--- src/rtl/i2s_audio_rx.sv ---
// I2S capture receiver: synchronises bclk/lrclk/din into clk, de-serialises
// standard I2S words and emits one left/right pair per frame with a valid strobe.
`timescale 1ns/1ps
module i2s_audio_rx #(
  parameter int DATA_WIDTH     = 16,
  parameter int TIMEOUT_CYCLES = 1024
) (
  input  logic                  clk,
  input  logic                  reset_n,
  input  logic                  i2s_bclk,
  input  logic                  i2s_lrclk,
  input  logic                  i2s_din,
  output logic [DATA_WIDTH-1:0] sound_left,
  output logic [DATA_WIDTH-1:0] sound_right,
  output logic                  sample_valid,
  output logic                  link_active
);

  localparam int CW = $clog2(DATA_WIDTH + 1);
  localparam int IW = $clog2(TIMEOUT_CYCLES + 1);

  typedef enum logic {ST_SYNC, ST_RUN} state_t;

  state_t                state;
  logic                  bclk_meta, bclk_s, bclk_d;
  logic                  lr_meta, lr_s, lr_prev;
  logic                  din_meta, din_s;
  logic [DATA_WIDTH-1:0] shreg, shreg_nxt, left_hold, word;
  logic [CW-1:0]         bit_cnt, cnt_nxt;
  logic [IW-1:0]         idle_cnt;
  logic                  have_left;
  logic                  bclk_rise, word_end, timeout;

  always_ff @(posedge clk) begin
    if (!reset_n) begin
      bclk_meta <= 1'b0;
      bclk_s    <= 1'b0;
      bclk_d    <= 1'b0;
      lr_meta   <= 1'b0;
      lr_s      <= 1'b0;
      din_meta  <= 1'b0;
      din_s     <= 1'b0;
    end else begin
      bclk_meta <= i2s_bclk;
      bclk_s    <= bclk_meta;
      bclk_d    <= bclk_s;
      lr_meta   <= i2s_lrclk;
      lr_s      <= lr_meta;
      din_meta  <= i2s_din;
      din_s     <= din_meta;
    end
  end

  assign bclk_rise = bclk_s & ~bclk_d;
  assign word_end  = bclk_rise && (lr_s != lr_prev);
  // A bclk edge in the same cycle always beats an expiring idle counter.
  assign timeout   = !bclk_rise && (idle_cnt == IW'(TIMEOUT_CYCLES));

  // Bits beyond DATA_WIDTH are dropped; short words are left-justified.
  always_comb begin
    shreg_nxt = shreg;
    cnt_nxt   = bit_cnt;
    if (bit_cnt < CW'(DATA_WIDTH)) begin
      shreg_nxt = {shreg[DATA_WIDTH-2:0], din_s};
      cnt_nxt   = bit_cnt + 1'b1;
    end
    word = shreg_nxt << (CW'(DATA_WIDTH) - cnt_nxt);
  end

  always_ff @(posedge clk) begin
    if (!reset_n) begin
      state        <= ST_SYNC;
      lr_prev      <= 1'b0;
      shreg        <= '0;
      bit_cnt      <= '0;
      idle_cnt     <= '0;
      left_hold    <= '0;
      have_left    <= 1'b0;
      sound_left   <= '0;
      sound_right  <= '0;
      sample_valid <= 1'b0;
      link_active  <= 1'b0;
    end else begin
      sample_valid <= 1'b0;
      if (bclk_rise)
        idle_cnt <= '0;
      else if (idle_cnt != IW'(TIMEOUT_CYCLES))
        idle_cnt <= idle_cnt + 1'b1;

      if (timeout) begin
        state       <= ST_SYNC;
        link_active <= 1'b0;
        have_left   <= 1'b0;
        shreg       <= '0;
        bit_cnt     <= '0;
      end else if (bclk_rise) begin
        lr_prev <= lr_s;
        if (!word_end) begin
          shreg   <= shreg_nxt;
          bit_cnt <= cnt_nxt;
        end else begin
          shreg   <= '0;
          bit_cnt <= '0;
          case (state)
            ST_SYNC: begin
              state     <= ST_RUN;
              have_left <= 1'b0;
            end
            ST_RUN: begin
              // The word just finished belongs to the channel lr was on before the edge.
              if (!lr_prev) begin
                left_hold <= word;
                have_left <= 1'b1;
              end else if (have_left) begin
                sound_left   <= left_hold;
                sound_right  <= word;
                sample_valid <= 1'b1;
                link_active  <= 1'b1;
                have_left    <= 1'b0;
              end
            end
            default: state <= ST_SYNC;
          endcase
        end
      end
    end
  end

endmodule

--- config.mk ---
export PLATFORM = sky130hd
export DESIGN_NAME = i2s_audio_rx
export DESIGN_NICKNAME = d
export VERILOG_FILES = /design/src/rtl/i2s_audio_rx.sv
export SDC_FILE = /design/constraint.sdc
export NUM_CORES = 1
export LEC_CHECK = 0
export ABC_CLOCK_PERIOD_IN_PS = 2800
export CORE_MARGIN = 2
export CORE_UTILIZATION = 40
export CTS_CLUSTER_SIZE = 16
export DETAILED_ROUTE_END_ITERATION = 16
export PLACE_DENSITY_LB_ADDON = 0.3
export REMOVE_ABC_BUFFERS = 1
export SETUP_SLACK_MARGIN = 0.02
export SLEW_MARGIN = 10
export SYNTH_ARGS = -nofsm -noshare
export SYNTH_HDL_FRONTEND = slang
export SYNTH_SLANG_ARGS = --single-unit
--- constraint.sdc ---
create_clock -name clk -period 2.8 [get_ports clk]
set_input_delay 0.84 -clock clk [delete_from_list [all_inputs] [get_ports clk]]
set_output_delay 0.84 -clock clk [all_outputs]
set_load 0.1 [all_outputs]
==> results of run 1 <==
synth_stat cells, types with 6 or more instances:
cell type   n  area share [%]
nor3_1      9            0.99
a32oi_1     9             1.7
o21ai_0    13             1.4
nand4_1     6            0.82
xnor2_1     6             1.2
o21a_1      6            0.99
dfxtp_1    92              40
mux2_2      9             2.2
nor2_1     59             4.9
o31a_1      7             1.3
clkbuf_1   25             2.1
inv_1       9            0.74
a21oi_1    11             1.2
mux4_2     13             6.4
nand2b_1    6            0.82
a21boi_0   17             2.8
and2_1      8             1.1
a22oi_1    16             2.6
o21ai_1    15             1.6
nand3_1    17             1.9
nor2b_1    12             1.6
a21boi_1    7             1.2
xor2_1      9             1.7
nand2_1    59             4.9
per-layer routing:
metal / routed length, um / vias up
met2: 4960 / 69
li1: - / 1896
met4: 150 / 0
met5: 0 / -
met1: 5050 / 1848
met3: 428 / 14
state kept, by name, summed over array words and instances, names as in the netlist:
signal / flops
state: 1
lr_s: 1
bclk_s: 1
link_active: 1
bit_cnt: 5
have_left: 1
idle_cnt: 11
din_meta: 1
bclk_meta: 1
left_hold: 16
sound_left: 16
din_s: 1
lr_meta: 1
lr_prev: 1
shreg: 16
sound_right: 16
sample_valid: 1
bclk_d: 1
kinds of logic after synthesis:
logic type	count (synthesis)	synth area share [%]
and+or+nand+nor	203	21.6
AOI/OAI and AO/OA	120	18.5
xor gates and xnor gates	17	3.60
buffers and inverters	46	4.34
adders and majority gates	4	1.10
muxes	30	10.5
DFF	92	40.4
layout make-up:
class / count / area share (%)
clock inverter: 4 / 0.937
tap: 140 / 3.28
sequential: 92 / 34.5
inverter: 11 / 0.773
clock buffer: 11 / 4.54
multi-input combinational: 374 / 47.6
timing repair buffer: 57 / 8.34
how the worst max path moves through the flow:
stage / cells after the start / from / end
2_1_floorplan: 7 / bit_cnt[4] / sound_right[15]
3_3_place_gp: 8 / bit_cnt[1] / sound_right[15]
3_5_place_dp: 8 / bit_cnt[1] / left_hold[15]
4_1_cts: 8 / bit_cnt[1] / left_hold[15]
5_1_grt: 11 / bit_cnt[1] / left_hold[8]
6_report: 11 / bit_cnt[1] / left_hold[8]
power by group through the flow:
stage               registers (mW)  clock network (mW)  logic [mW]
finish                        1.32                1.20       0.150
global route                  1.32                1.28       0.164
CTS                           1.32                1.23       0.148
detailed placement            1.35                   0       0.147
global placement              1.35                   0       0.144
floorplan                     1.35                   0      0.0922
critical path: cells and delay by family (launching register included):
family / cells / cell delay (ps)
muxes: 1 / 200
DFF: 1 / 360
and+or+nand+nor: 3 / 290
adders and majority gates: 2 / 540
AOI/OAI and AO/OA: 3 / 790
buffers and inverters: 2 / 370
stage by stage:
step	setup slack [ps]	hold WS [ps]	instance area [um^2]	instances	utilization [%]
floorplan	-532	412	4400	477	-
global placement	208	414	5020	674	45.7
detailed placement	75.1	423	5020	674	45.7
CTS	67.8	435	5320	689	48.4
global route	71.6	447	5340	689	48.6
finish	188	433	5340	689	48.6
==> results.md, run 1 <==
- CORE AREA: 11,000 um^2
- CTS H-Tree Depth: 3
- Worst min-delay path endpoint: din_s
- Max VDD drop: 0.257 mV
- Worst EP arrival: 2900 ps
- Most common cell after layout, fill and taps aside: dfxtp_1
- Fillers: 1,020
- Async S/R FF share, synth: 0%
- Post-cts sizing count: 0
- Worst Skew: 3.54 ps
- Final period util: 93.3%
- Hold/Removal Path Class: flop to flop
- Post-synthesis sequential area ratio: 40.4%
- PwrDens: 501 nW/um^2
- Worst reg2reg endpoint: left_hold[8]
- Most frequent cells in the layout: dfxtp_1, nand2_1, nor2_1
- Critical path class: flop to flop
- Clock share of power: 44.9%
- TritonCTS clock tree: built
- FF/Latch Area: 1840 um^2
- CP Launch Type: flop
- Grt ovf: 0
- Initial Util: 41.5%
- Crit-path slowest cell: dfxtp_2
- Switching Fraction: 21.9%
- Area grow syn2layout: 17.2%
- Routed WL: 10.6 mm
- Maximum clock rate: 383 MHz
- GR Util met3: 3.94%
- Global-route wire length before repair: 17.7 mm
- CTS root buf: clkbuf_16
- Reg power frac: 49.5%
- EDFF count, synth: 0
- Net Sw Power: 586 uW
- Reg-to-Reg Start: bit_cnt[1]
- Wire per inst: 15.4 um
- CP endpoint kind: flop
- # setup viols final: 0
- Clock transition at path regs: 60 ps
- Post-CTS setup buffer count: 0
- Final #Nets: 554
- Footprint of the multi-input gates: 2540 um^2
- CTS Buffer Depth: 2
- Vias in the first global route: 3,619
- R2R depth: 11
- Status: complete, no violations
- RSZ-0062 raised after global routing: false
- Drc violations: 0
- Gr usage total: 17.3%
- P_leak: 1.99 nW
- Power consumption: 2.68 mW
- Synth Flop Type: dfxtp_1
- Slew HR: 63.4%
- Synth Instances: 512
- Crit-path max FO: 11
- Pint: 2.09 mW
- Count of different cell masters after synthesis: 61
- R2R setup slack: 190 ps
- Flops & latches, synth: 92
- Number of vias per cell: 5.55
- Worst-path cell chain: ha_1 -> mux2i_1 -> ha_1 -> buf_4 -> nand2b_1 -> a221o_1 -> o32ai_2 -> buf_4 -> nand2_1 -> nor2_1 -> o31a_1
- Ys Warns: 0
- Drt pass-1 iters: 4
- Sink Count: 92
- Worst EP required: 3080 ps
- Die H: 111 um
- Pins Over Slew Limit: 0
- Setup TNS: 0 ps
- Total CTS buffers: 9
- Die area: 12,300 um^2
- Initial antenna violation count: 0
- Ports: 39
- Hold path startpoint: din_meta
- Largest net degree at the start of global routing: 47
- GRT busiest layer: met2
- Antenna Nets Post-Route: 0
- Rows: 38
- Number of DRC markers in iteration 0: 224
- Layout cells sized above 1: 18.8%
- Syn avg cell area: 8.91 um^2
- Max-cap violations: 0
- GP Congestion: 0.862
- Post-CTS Hold Buffers: 0
- Worst-margin pin slew: 546 ps
- Port Buffers: 38
- # diodes: 0
- Detailed placement HPWL: 7.47 mm
- Syn Std Cell Area: 4560 um^2
- M2 GR Usage: 27.7%
- Met1 Use GR: 23.0%
- Via count: 3,827
- CP peak stage delay: 360 ps
- Die width: 111 um
- Final Hold Vio Count: 0
- Gate power share: 5.6%
- Clock latency on the worst-skew pair: 340 ps
- Hold depth: 1
- Crit path time final: 2610 ps
Note: power is estimated with default switching activity, not from simulation.
==> inputs of run 2 (changes only) <==
--- a/config.mk
+++ b/config.mk
@@ -7,13 +7,12 @@
 export LEC_CHECK = 0
 export ABC_CLOCK_PERIOD_IN_PS = 2800
 export CORE_MARGIN = 2
-export CORE_UTILIZATION = 40
-export CTS_CLUSTER_SIZE = 16
+export CORE_UTILIZATION = 50
 export DETAILED_ROUTE_END_ITERATION = 16
 export PLACE_DENSITY_LB_ADDON = 0.3
 export REMOVE_ABC_BUFFERS = 1
 export SETUP_SLACK_MARGIN = 0.02
-export SLEW_MARGIN = 10
+export SLEW_MARGIN = 25
 export SYNTH_ARGS = -nofsm -noshare
 export SYNTH_HDL_FRONTEND = slang
 export SYNTH_SLANG_ARGS = --single-unit
==> run 2 against run 1 <==
Net effect:
- clock-buffer cell count shrank 2
- die area shrank 19%
- maximum frequency grew 3.1%
- register-to-register slack gained 80 ps
- routed wire length shrank 6.9%
- global-route usage grew 3.8 points
- sequential cell count is the same
- critical path depth shrank 4
- critical path type unchanged
- largest cell class unchanged
==> results.md, run 2 (same netlist as run 1, synthesis figures left out) <==
- Area grow syn2layout: 13.9%
- Reg-to-Reg Start: bit_cnt[4]
- Worst Skew: 12.3 ps
- WHS: 440 ps
- Via count: 3,819
- Clock latency on the worst-skew pair: 360 ps
- Cells after DPL: 640
- Hold/Removal Path Class: flop to flop
- Final #Nets: 552
- Final setup margin: 267 ps
- Net Sw Power: 567 uW
- R2R setup slack: 270 ps
- Clock share of power: 37.7%
- Worst reg2reg endpoint: left_hold[11]
- Post-CTS setup buffer count: 0
- CP Launch Type: flop
- Ports: 39
- Status: complete, no violations
- Max-cap violations: 0
- Finished Layout Cells: 656
- Slew HR: 63.1%
- Max VDD drop: 0.259 mV
- Reg power frac: 56.0%
- Global-route wire length before repair: 17.0 mm
- Total CTS buffers: 9
- Wire per inst: 15.0 um
- GP Congestion: 0.872
- Pre-CTS setup slack: 125 ps
- Gr usage total: 21.1%
- Final period util: 90.5%
- Routed WL: 9.86 mm
- Switching Fraction: 24.0%
- Maximum clock rate: 395 MHz
- Vias in the first global route: 3,611
- Crit-path max FO: 26
- Post-CTS Hold Buffers: 0
- Port Buffers: 38
- Post-cts sizing count: 0
- Antenna Nets Post-Route: 0
- Critical path class: flop to flop
- Rows: 34
- Initial Util: 52.0%
- R2R depth: 7
- Gate power share: 6.3%
- Grt ovf: 0
- Sink Count: 92
- Finished Core Util: 59.2%
- Hold depth: 1
- Number of DRC markers in iteration 0: 192
- Die area: 9900 um^2
- TritonCTS clock tree: built
- Drc violations: 0
- CORE AREA: 8760 um^2
- Worst-margin pin slew: 550 ps
- Die width: 99.5 um
- Worst EP required: 3060 ps
- Final Hold Vio Count: 0
- P_leak: 1.93 nW
- PwrDens: 455 nW/um^2
- Initial antenna violation count: 0
- Pint: 1.80 mW
- Number of vias per cell: 5.82
- Hold path startpoint: lr_meta
- Clock transition at path regs: 100 ps
- # diodes: 0
- Drt pass-1 iters: 4
- CTS Buffer Depth: 2
- Die H: 99.5 um
- # setup viols final: 0
- Pins Over Slew Limit: 0
- Power consumption: 2.36 mW
- CTS root buf: clkbuf_8
- CTS H-Tree Depth: 3
- RSZ-0062 raised after global routing: false
- Layout cells sized above 1: 18.6%
- Most common cell after layout, fill and taps aside: dfxtp_1
- Worst EP arrival: 2800 ps
- Most frequent cells in the layout: dfxtp_1, nand2_1, nor2_1
- Crit path time final: 2530 ps
- Worst min-delay path endpoint: lr_s
- CP endpoint kind: flop
- Detailed placement HPWL: 7.16 mm
- Largest net degree at the start of global routing: 38
==> run 2: changes by cell type in the layout (fill, tap and decap cells not counted), moves of 2 or more <==
cell | previous run | this run
clkbuf_16 | 9 | 0
clkbuf_8 | 1 | 9
buf_4 | 52 | 50
clkinv_4 | 0 | 2
nor2b_1 | 10 | 12
nor2b_2 | 2 | 0
==> run 2: worst max path at each step <==
| stage | depth (start not counted) | to | start |
|---|---|---|---|
| after detailed placement | 8 | left_hold[13] | bit_cnt[0] |
| after global routing | 9 | sound_right[13] | bit_cnt[0] |
| after floorplan | 7 | sound_right[15] | bit_cnt[4] |
| final | 7 | left_hold[11] | bit_cnt[4] |
| after CTS | 8 | sound_right[15] | bit_cnt[0] |
| after global placement | 8 | sound_right[15] | bit_cnt[0] |
==> run 2: critical path: stages, from the launching register on <==
cell,delay [ps]
dfxtp_1,410
buf_4,310
or4b_1,500
a21bo_2,250
nor3_1,80
a211oi_2,420
nor3_1,170
o31a_1,300
==> run 2: routing by layer <==
layer | vias to the layer above | wire, um | GRT usage [%]
met5 | - | 0 | 0
met4 | 0 | 151 | 9.17
met3 | 14 | 324 | 3.79
met2 | 75 | 4780 | 34.1
met1 | 1848 | 4610 | 27.7
li1 | 1882 | - | -
==> run 2: area by class of cell <==
cell class | instances | area, um^2
fill | 782 | 3570
multi-input combinational | 374 | 2540
sequential | 92 | 1840
timing repair buffer | 55 | 430
tap | 108 | 135
clock buffer | 9 | 124
clock inverter | 7 | 76.3
inverter | 11 | 41.3
==> run 2: power groups by stage <==
| stage | combinational, mW | clock, mW | sequential, mW |
|---|---|---|---|
| after floorplan | 0.0922 | 0 | 1.35 |
| after global placement | 0.141 | 0 | 1.35 |
| after detailed placement | 0.144 | 0 | 1.35 |
| after CTS | 0.145 | 0.919 | 1.32 |
| after global routing | 0.165 | 0.968 | 1.32 |
| final | 0.148 | 0.891 | 1.32 |
==> run 2: metrics by stage <==
step | cell area [um^2] | TNS, ps
5_1_grt | 5190 | 0
4_1_cts | 5170 | 0
3_5_place_dp | 4970 | 0
3_3_place_gp | 4970 | 0
6_report | 5190 | 0
2_1_floorplan | 4400 | -8260
